### config.mk
export PLATFORM = sky130hd
export DESIGN_NAME = dsm2_core
export DESIGN_NICKNAME = d
export VERILOG_FILES = /design/src/rtl/dsm2_core.sv
export SDC_FILE = /design/constraint.sdc
export NUM_CORES = 1
export LEC_CHECK = 0
export CAP_MARGIN = 10
export CORE_MARGIN = 2
export CORE_UTILIZATION = 51
export DETAILED_ROUTE_END_ITERATION = 16
export GPL_ROUTABILITY_DRIVEN = 0
export HOLD_SLACK_MARGIN = 0.12
export PLACE_DENSITY = 0.7
export SYNTH_ARGS = -nofsm -noshare
export SYNTH_HDL_FRONTEND = slang
export SYNTH_SLANG_ARGS = --single-unit
### constraint.sdc
create_clock -name clock -period 3.65 [get_ports clock]
set_input_delay 1.095 -clock clock [delete_from_list [all_inputs] [get_ports clock]]
set_output_delay 1.095 -clock clock [all_outputs]
set_load 0.005 [all_outputs]
### src/rtl/dsm2_core.sv
// Second-order single-bit delta-sigma modulator with integrator clamping,
// overload detection/recovery and a toggling idle pattern.
module dsm2_core #(
   parameter int IN_W        = 16,
   parameter int ACC_W       = 20,
   parameter int OVL_CYC     = 8,
   parameter int RECOVER_CYC = 16
) (
   input  logic            clock,
   input  logic            reset,
   input  logic            enable,
   input  logic [IN_W-1:0] din,
   input  logic            clear_ovl,
   output logic            dsm_out,
   output logic            overload,
   output logic            ovl_sticky,
   output logic [1:0]      state_o
);

   typedef enum logic [1:0] {
      ST_IDLE    = 2'b00,
      ST_RUN     = 2'b01,
      ST_RECOVER = 2'b10
   } state_t;

   localparam int SW = ACC_W + 2;
   localparam logic signed [SW-1:0] SAT_MAX = {3'b000, {(ACC_W-1){1'b1}}};
   localparam logic signed [SW-1:0] SAT_MIN = -SAT_MAX;
   localparam logic signed [SW-1:0] FS_EXT  = {{(SW-IN_W){1'b0}}, 1'b1, {(IN_W-1){1'b0}}};

   state_t                    state_q, state_d;
   logic signed [ACC_W-1:0]   x_q, x_d;
   logic signed [ACC_W-1:0]   int1_q, int1_d;
   logic signed [ACC_W-1:0]   int2_q, int2_d;
   logic [7:0]                sat_cnt_q, sat_cnt_d;
   logic [7:0]                rec_cnt_q, rec_cnt_d;
   logic                      dsm_q, dsm_d;
   logic                      ovl_q, ovl_d;
   logic                      sticky_q, sticky_d;

   logic signed [SW-1:0]      fb, xe, i1e, i2e, s1, s2;
   logic signed [ACC_W-1:0]   sat1, sat2;
   logic                      hit;

   function automatic logic signed [ACC_W-1:0] clamp(input logic signed [SW-1:0] v);
      if (v > SAT_MAX)      return SAT_MAX[ACC_W-1:0];
      else if (v < SAT_MIN) return SAT_MIN[ACC_W-1:0];
      else                  return v[ACC_W-1:0];
   endfunction

   // Sums carry two guard bits so the clamp sees the true value, never a wrap.
   always_comb begin
      fb   = dsm_q ? FS_EXT : -FS_EXT;
      xe   = {{2{x_q[ACC_W-1]}}, x_q};
      i1e  = {{2{int1_q[ACC_W-1]}}, int1_q};
      i2e  = {{2{int2_q[ACC_W-1]}}, int2_q};
      s1   = i1e + xe - fb;
      s2   = i2e + i1e - (fb <<< 1);
      sat1 = clamp(s1);
      sat2 = clamp(s2);
      hit  = (s1 > SAT_MAX) | (s1 < SAT_MIN) | (s2 > SAT_MAX) | (s2 < SAT_MIN);
   end

   always_comb begin
      state_d   = state_q;
      x_d       = '0;
      int1_d    = '0;
      int2_d    = '0;
      sat_cnt_d = '0;
      rec_cnt_d = '0;
      dsm_d     = ~dsm_q;
      ovl_d     = 1'b0;
      case (state_q)
         ST_IDLE: begin
            if (enable) state_d = ST_RUN;
         end
         ST_RUN: begin
            if (!enable) begin
               state_d = ST_IDLE;
            end else begin
               x_d   = {{(ACC_W-IN_W){din[IN_W-1]}}, din};
               dsm_d = ~sat2[ACC_W-1];
               if (hit && sat_cnt_q == 8'(OVL_CYC-1)) begin
                  state_d = ST_RECOVER;
                  ovl_d   = 1'b1;
               end else begin
                  int1_d    = sat1;
                  int2_d    = sat2;
                  sat_cnt_d = hit ? sat_cnt_q + 8'd1 : '0;
               end
            end
         end
         ST_RECOVER: begin
            if (!enable)                               state_d = ST_IDLE;
            else if (rec_cnt_q == 8'(RECOVER_CYC-1))   state_d = ST_RUN;
            else                                       rec_cnt_d = rec_cnt_q + 8'd1;
         end
         default: state_d = ST_IDLE;
      endcase
      sticky_d = ovl_d | (sticky_q & ~clear_ovl);
   end

   always_ff @(posedge clock) begin
      if (reset) begin
         state_q   <= ST_IDLE;
         x_q       <= '0;
         int1_q    <= '0;
         int2_q    <= '0;
         sat_cnt_q <= '0;
         rec_cnt_q <= '0;
         dsm_q     <= 1'b0;
         ovl_q     <= 1'b0;
         sticky_q  <= 1'b0;
      end else begin
         state_q   <= state_d;
         x_q       <= x_d;
         int1_q    <= int1_d;
         int2_q    <= int2_d;
         sat_cnt_q <= sat_cnt_d;
         rec_cnt_q <= rec_cnt_d;
         dsm_q     <= dsm_d;
         ovl_q     <= ovl_d;
         sticky_q  <= sticky_d;
      end
   end

   assign dsm_out    = dsm_q;
   assign overload   = ovl_q;
   assign ovl_sticky = sticky_q;
   assign state_o    = state_q;

endmodule

; Yosys cells after proc, flatten, opt, wreduce, memory -nomap -nowiden
; Index checks and enable logic that the tools add are counted.
[word_totals]
ff_bits = 77
in_bits = 20
out_inout_bits = 5
elab_cells = 63
[op_classes]
n_addsub = 6
order_cmp = 4
eq_ne = 7
mux = 16
n_bitwise = 12
reduce_logical = 8
[ops]
columns = cell, count
row1 = $mux 20, 3
row2 = $gt 22x20->1 const B, 2
row3 = $lt 22x20->1 const B, 2
row4 = $sub 21x22->22, 2
row5 = $mux 22, 1
row6 = $add 20x16->21, 1
row7 = $add 20x20->21, 1
row8 = $mux 19, 1
row9 = $add 8x1->8 const B, 2
row10 = $mux 2, 5
row11 = $reduce_or 5->1, 2
row12 = $eq 8x3->1 const B, 1
row13 = $eq 8x4->1 const B, 1
row14 = $reduce_or 4->1, 2
row15 = $not 1->1, 7
row16 = $ne 3x3->1 const B, 2
row17 = $pmux 2 s3, 1
row18 = $mux 1, 5
row19 = $or 1x1->1, 4
row20 = $reduce_and 3->1, 1
row21 = $reduce_or 3->1, 1
row22 = $eq 2x1->1 const B, 1
row23 = $eq 2x2->1 const B, 1
row24 = $logic_not 2->1, 1
row25 = other kinds (3), 3

; Longest topological paths before layout
[depth]
word_depth = 11
mapped_depth = 17
mapped_depth_nobuf = 14

; Least setup slack after synthesis
; No wires, ideal clock.
[synth_path]
path_type = reg-to-reg
startpoint = register dsm_q, in the netlist dsm_out
endpoint = register int2_q[11]
setup_ns = 0.117
arrival_ns = 3.490
required_time_ns = 3.533
slack_ns = 0.044
path_stages_with_launch = 15
path_buffers = 2
synth_period_minus_slack_ns = 3.606
path_cell_list = dfxtp_1 -> inv_1 -> fa_1 -> inv_1 -> ha_1 -> a21oi_1 -> o21ai_0 -> o41ai_2 -> xnor2_1 -> and3b_1 -> a22o_1 -> a31oi_2 -> buf_6 -> buf_6 -> nor2_1
[synth_via]
elab_chain_cells = 8
elab_cells_between_ends = 14
cone_classes = add/sub: 2 / order compare: 4 / mux: 3 / bitwise: 3 / reduce/logical: 2
[synth_rtl]
columns = element, line_no
row1 = start: declaration, 37  ; logic dsm_q, dsm_d;
row2 = start signal: assignment, 121  ; dsm_q <= dsm_d;
row3 = $mux 22 (*), 53  ; fb = dsm_q ? FS_EXT : -FS_EXT;
row4 = $sub 21x22->22, 57  ; s1 = i1e + xe - fb;
row5 = $gt 22x20->1 / $lt 22x20->1 (equally long branches), 61  ; hit = (s1 > SAT_MAX) | (s1 < SAT_MIN) | (s2 > SAT_MAX) | (s2 < SAT_MIN);
row6 = $or 1x1->1 (3 in a row), 61
row7 = $logic_and 1x1->1, 83  ; if (hit && sat_cnt_q == 8'(OVL_CYC-1)) begin
row8 = $reduce_or 4->1 (no source line), n/a
row9 = end signal: assignment, 118  ; int2_q <= int2_d;
row10 = end: declaration, 34  ; logic signed [ACC_W-1:0] int2_q, int2_d;
; Every way passes the cells marked *; elsewhere a longest branch is shown, timed or not.
; A chain may end at the register's enable or synchronous reset.

; Worst setup path after layout
[layout_path]
startpoint = register int1_q[15]
endpoint = register int1_q[4]
[layout_via]
elab_chain_cells = 8
elab_cells_between_ends = 15
cone_classes = add/sub: 4 / order compare: 4 / mux: 2 / bitwise: 3 / reduce/logical: 2
[layout_rtl]
columns = element, line_no
row1 = start: declaration, 33  ; logic signed [ACC_W-1:0] int1_q, int1_d;
row2 = start signal: assignment, 117  ; int1_q <= int1_d;
row3 = $add 20x16->21, 57
row4 = $sub 21x22->22, 57
row5 = $gt 22x20->1 / $lt 22x20->1 (equally long branches), "46, 61, 47"
row6 = $or 1x1->1 (3 in a row), 61
row7 = $logic_and 1x1->1, 83
row8 = $reduce_or 4->1 (no source line), n/a
; Several ways; a longest one is shown, not always the timed one.

==> impl_results.md <==
* Worst-path fanout max at 12
* Total power at roughly 0.0033 W
* Hold_buf cts at 0
* Number of unique standard cell types used by synthesis at 67
* Run status: finished clean
* Final layout net count at 896
* Number of design rule violations left after detail routing at 0
* Most frequently used flop master after synthesis: sky130_fd_sc_hd__dfxtp_1
* Worst skew pair latency at 0.34 ns
* Terminus of the critical flop-to-flop path: int1_q[4]
* Beginning of the worst hold path: rec_cnt_q[0]
* Initial standard-cell utilization of the core at 52.6%
* Final Cycle Share at 96.6%
* Post-synth EDFFs at 0
* Nature of the critical path startpoint: register
* HPWL after detailed placement at 11,500 um
* Instance count after placement with tap cells included at about 900
* Lkg Pwr at 3.23 nW
* Global Route Usage Sum at 24.0%
* Violation count after the first detailed-routing iteration at 461
* Seq. cell area at 0.00154 mm^2
* Multi-input combinational cell area at between 0.004 and 0.005 mm^2
* Wire per inst at 16.5 um
* FF+latch count, synth at 77
* Number of H-tree levels at 3
* Post-Route Setup TNS at 0 ns
* Seq/Total Area, Yosys at between 20% and 30%
* Via count of the first global-routing pass at between 5,000 and 6,000
* Syn Std Cell Area at between 0.006 and 0.007 mm^2
* Worst setup path class: register to register
* Clock root buffer: sky130_fd_sc_hd__clkbuf_16
* Count of maximum capacitance violations at 0
* Wire length after detailed routing at around 15,000 um
* Slew at the pin with the worst max-slew slack at 0.675 ns
* First-pass GRT wire length at 24,700 um
* End point of the most critical hold path: rec_cnt_q[0]
* Synthesis-to-finish area growth at 18.4%
* Hold Path Stages at 1
* Die span in x at 113 um
* Vias after detailed routing at 5,476
* Relative max-transition margin at 54.9%
* Port Buffer Count at 24
* Reg-to-reg critical path startpoint: int1_q[15]
* Layout filler cell count at 983
* WP data arrival at 3.76 ns
* Cell row count at 39
* Worst min path class: register to register
* Routed via count divided by cell count at 5.82
* Clock transition time at the flip-flop clock pins of the worst setup and hold paths at about 0.06 ns
* Die Footprint at 0.0127 mm^2
* Total nets after synthesis at 860
* Largest net degree at the start of global routing at 23
* Initial antenna violation count at 0
* Number of pins exceeding their max-slew limit in the final report at 0
* # IOs at 25
* TritonCTS buffer count at 9
* Core area at approximately 0.011 mm^2
* Total overflow reported by the global router at 0
* R2R cell count at 15
* Synthesized area divided by synthesized cell count at approximately 8.0 um^2
* Number of inserted diodes at 0
* Post-Route Hold Slack at 0.447 ns
* Required time of the critical path at 3.88 ns
* Clock tree from TritonCTS: built
* Length of the first detailed-routing pass in iterations at 5
* Die Ht at 113 um
* Number of hold-slack violations in the final timing report at 0
* Clock tree skew after final layout at 0.00750 ns
* Number of standard cells in the final layout excluding fillers at 941
* Final period demand of the worst path at about 3.5 ns
* Sinks on Clock Net at 77
* Highest attainable clock frequency at 284 MHz
* Power density of the placed cells at 455 mW/mm^2
* Peak ir drop on the vdd network at 0.000352 V
* Worst-case clock buffer depth at 2
* Layout cells sized above 1 at 14.2%
* Residual antenna-violating net count after detailed routing at 0
* Asr flop ratio synth at 0%
* Reg2reg setup slack at 0.12 ns
* Sort of element at the end of the critical path: register
* RSZ-0062 raised after global routing: true
* Post-Synthesis Cells at roughly 760
* Count of endpoints failing setup in the final report at 0
* Final standard cell area without fillers at 0.00715 mm^2
* Synth Warn # at 0
* Area post-placement at 0.00649 mm^2
-- stage by stage --
stage / setup WS (ns) / util [%]
4_1_cts: 0.0231 / 59.4
5_1_grt: -0.0328 / 62.3
3_5_place_dp: -0.0131 / 56.6
2_1_floorplan: 0.0438 / -
3_3_place_gp: 0.0416 / 56.6
6_report: 0.125 / 62.3
-- worst max-delay path by stage --
stage,start,to
6_report,int1_q[15],int1_q[4]
5_1_grt,dsm_out,int1_q[4]
4_1_cts,int2_q[4],state_o[1]
3_5_place_dp,int2_q[4],state_o[1]
3_3_place_gp,int2_q[4],int2_q[5]
2_1_floorplan,dsm_out,int2_q[11]
-- cell usage in the layout, fill, tap and decap left out, types with 4 or more instances in the layout --
| master | Yosys | layout |
|---|---|---|
| sky130_fd_sc_hd__buf_4 | 0 | 25 |
| sky130_fd_sc_hd__xor2_1 | 24 | 23 |
| sky130_fd_sc_hd__clkdlybuf4s50_1 | 0 | 24 |
| sky130_fd_sc_hd__clkbuf_16 | 0 | 9 |
| sky130_fd_sc_hd__nor2b_1 | 5 | 5 |
| sky130_fd_sc_hd__nor2_1 | 50 | 49 |
| sky130_fd_sc_hd__nand3_1 | 15 | 15 |
| sky130_fd_sc_hd__ha_2 | 0 | 8 |
| sky130_fd_sc_hd__o211ai_1 | 13 | 13 |
| sky130_fd_sc_hd__xnor2_1 | 22 | 21 |
| sky130_fd_sc_hd__a21oi_2 | 1 | 7 |
| sky130_fd_sc_hd__o21ai_0 | 33 | 31 |
| sky130_fd_sc_hd__nand4_1 | 5 | 5 |
| sky130_fd_sc_hd__o21ai_1 | 6 | 7 |
| sky130_fd_sc_hd__fa_1 | 7 | 7 |
| sky130_fd_sc_hd__and3_1 | 27 | 26 |
| sky130_fd_sc_hd__a211oi_1 | 17 | 15 |
| sky130_fd_sc_hd__a31oi_1 | 11 | 8 |
| sky130_fd_sc_hd__a21o_1 | 14 | 14 |
| sky130_fd_sc_hd__ha_1 | 75 | 62 |
| sky130_fd_sc_hd__nand2_1 | 58 | 58 |
| sky130_fd_sc_hd__inv_1 | 123 | 122 |
| sky130_fd_sc_hd__nor3_1 | 25 | 24 |
| sky130_fd_sc_hd__nand3b_1 | 5 | 5 |
| sky130_fd_sc_hd__o21ai_2 | 3 | 4 |
| sky130_fd_sc_hd__o21a_1 | 6 | 6 |
| sky130_fd_sc_hd__nand2b_1 | 11 | 11 |
| sky130_fd_sc_hd__ha_4 | 0 | 5 |
| sky130_fd_sc_hd__a21oi_1 | 37 | 29 |
| sky130_fd_sc_hd__and2_1 | 4 | 4 |
| sky130_fd_sc_hd__dfxtp_1 | 77 | 77 |
| sky130_fd_sc_hd__a211oi_2 | 5 | 5 |
-- worst max-delay path: stages, from the launching register on --
cell and delay [ns]:
sky130_fd_sc_hd__dfxtp_1 0.36, sky130_fd_sc_hd__inv_1 0.07, sky130_fd_sc_hd__ha_1 0.28, sky130_fd_sc_hd__inv_1 0.04, sky130_fd_sc_hd__ha_1 0.43, sky130_fd_sc_hd__nand2_1 0.17
sky130_fd_sc_hd__nor3_1 0.31, sky130_fd_sc_hd__nand3_1 0.17, sky130_fd_sc_hd__nor2_1 0.15, sky130_fd_sc_hd__o41ai_2 0.12, sky130_fd_sc_hd__xnor2_1 0.33, sky130_fd_sc_hd__and3b_1 0.24
sky130_fd_sc_hd__a22o_4 0.18, sky130_fd_sc_hd__a21oi_1 0.07, sky130_fd_sc_hd__buf_4 0.21, sky130_fd_sc_hd__a211oi_1 0.30
-- layer usage --
metal	routed length, um	track usage [%]	vias up
li1	-	-	2682
met5	0	0	-
met3	844	4.39	31
met4	384	8.05	0
met1	6680	31.3	2595
met2	7580	40.2	168
-- repair_timing --
action | in CTS | in global routing
gates resized for setup | 5 | 52
setup endpoints to repair | 23 | 52
pin swaps | 4 | 18
buffers inserted | 0 | 6
-- power breakdown --
part / switching (W) / internal, W / total [W]
combinational: 0.000885 / 0.000610 / 0.00149
sequential: 0.00000801 / 0.000863 / 0.000871
clock: 0.000361 / 0.000528 / 0.000889
total: 0.00125 / 0.00200 / 0.00325
-- cell families (layout without fill, tap and decap cells) --
logic type               after synthesis  count (layout)  synth area share, %
XOR/XNOR                              46              46                 6.67
buffers and inverters                151             191                 10.1
AND/OR/NAND/NOR                      219             219                 18.0
adder cells (fa/ha/maj)               82              82                 17.9
AO/OA/AOI/OAI                        183             183                 21.8
flip-flops                            77              77                 25.5
-- area by class of cell --
cell class | instances | share of cell area (%)
Sequential cell | 77 | 21.6
Inverter | 124 | 6.51
Multi-Input combinational cell | 530 | 58.8
Clock buffer | 10 | 3.20
Timing Repair Buffer | 52 | 6.58
Tap cell | 143 | 2.50
Clock inverter | 5 | 0.840
-- cells in the mapped netlist, types with 4 or more instances --
cell	count	area, um^2
sky130_fd_sc_hd__inv_1	123	462
sky130_fd_sc_hd__dfxtp_1	77	1540
sky130_fd_sc_hd__ha_1	75	938
sky130_fd_sc_hd__nand2_1	58	218
sky130_fd_sc_hd__nor2_1	50	188
sky130_fd_sc_hd__a21oi_1	37	185
sky130_fd_sc_hd__o21ai_0	33	165
sky130_fd_sc_hd__and3_1	27	169
sky130_fd_sc_hd__nor3_1	25	125
sky130_fd_sc_hd__xor2_1	24	210
sky130_fd_sc_hd__xnor2_1	22	193
sky130_fd_sc_hd__a211oi_1	17	128
sky130_fd_sc_hd__nand3_1	15	75.1
sky130_fd_sc_hd__a21o_1	14	105
sky130_fd_sc_hd__buf_2	14	70.1
sky130_fd_sc_hd__o211ai_1	13	97.6
sky130_fd_sc_hd__a31oi_1	11	68.8
sky130_fd_sc_hd__nand2b_1	11	68.8
sky130_fd_sc_hd__clkbuf_1	10	37.5
sky130_fd_sc_hd__fa_1	7	140
sky130_fd_sc_hd__o21a_1	6	45.0
sky130_fd_sc_hd__o21ai_1	6	30.0
sky130_fd_sc_hd__a211oi_2	5	62.6
sky130_fd_sc_hd__nand3b_1	5	37.5
sky130_fd_sc_hd__nand4_1	5	31.3
sky130_fd_sc_hd__nor2b_1	5	31.3
sky130_fd_sc_hd__and2_1	4	25.0
sky130_fd_sc_hd__o22ai_1	4	25.0
-- state kept, by name, indices dropped and copies added, names as in the netlist, 2 cells and up --
signal     count
rec_cnt_q      8
state_o        2
int2_q        20
x_q           16
sat_cnt_q      8
int1_q        20
No activity file was read; power rests on OpenSTA's default activity.
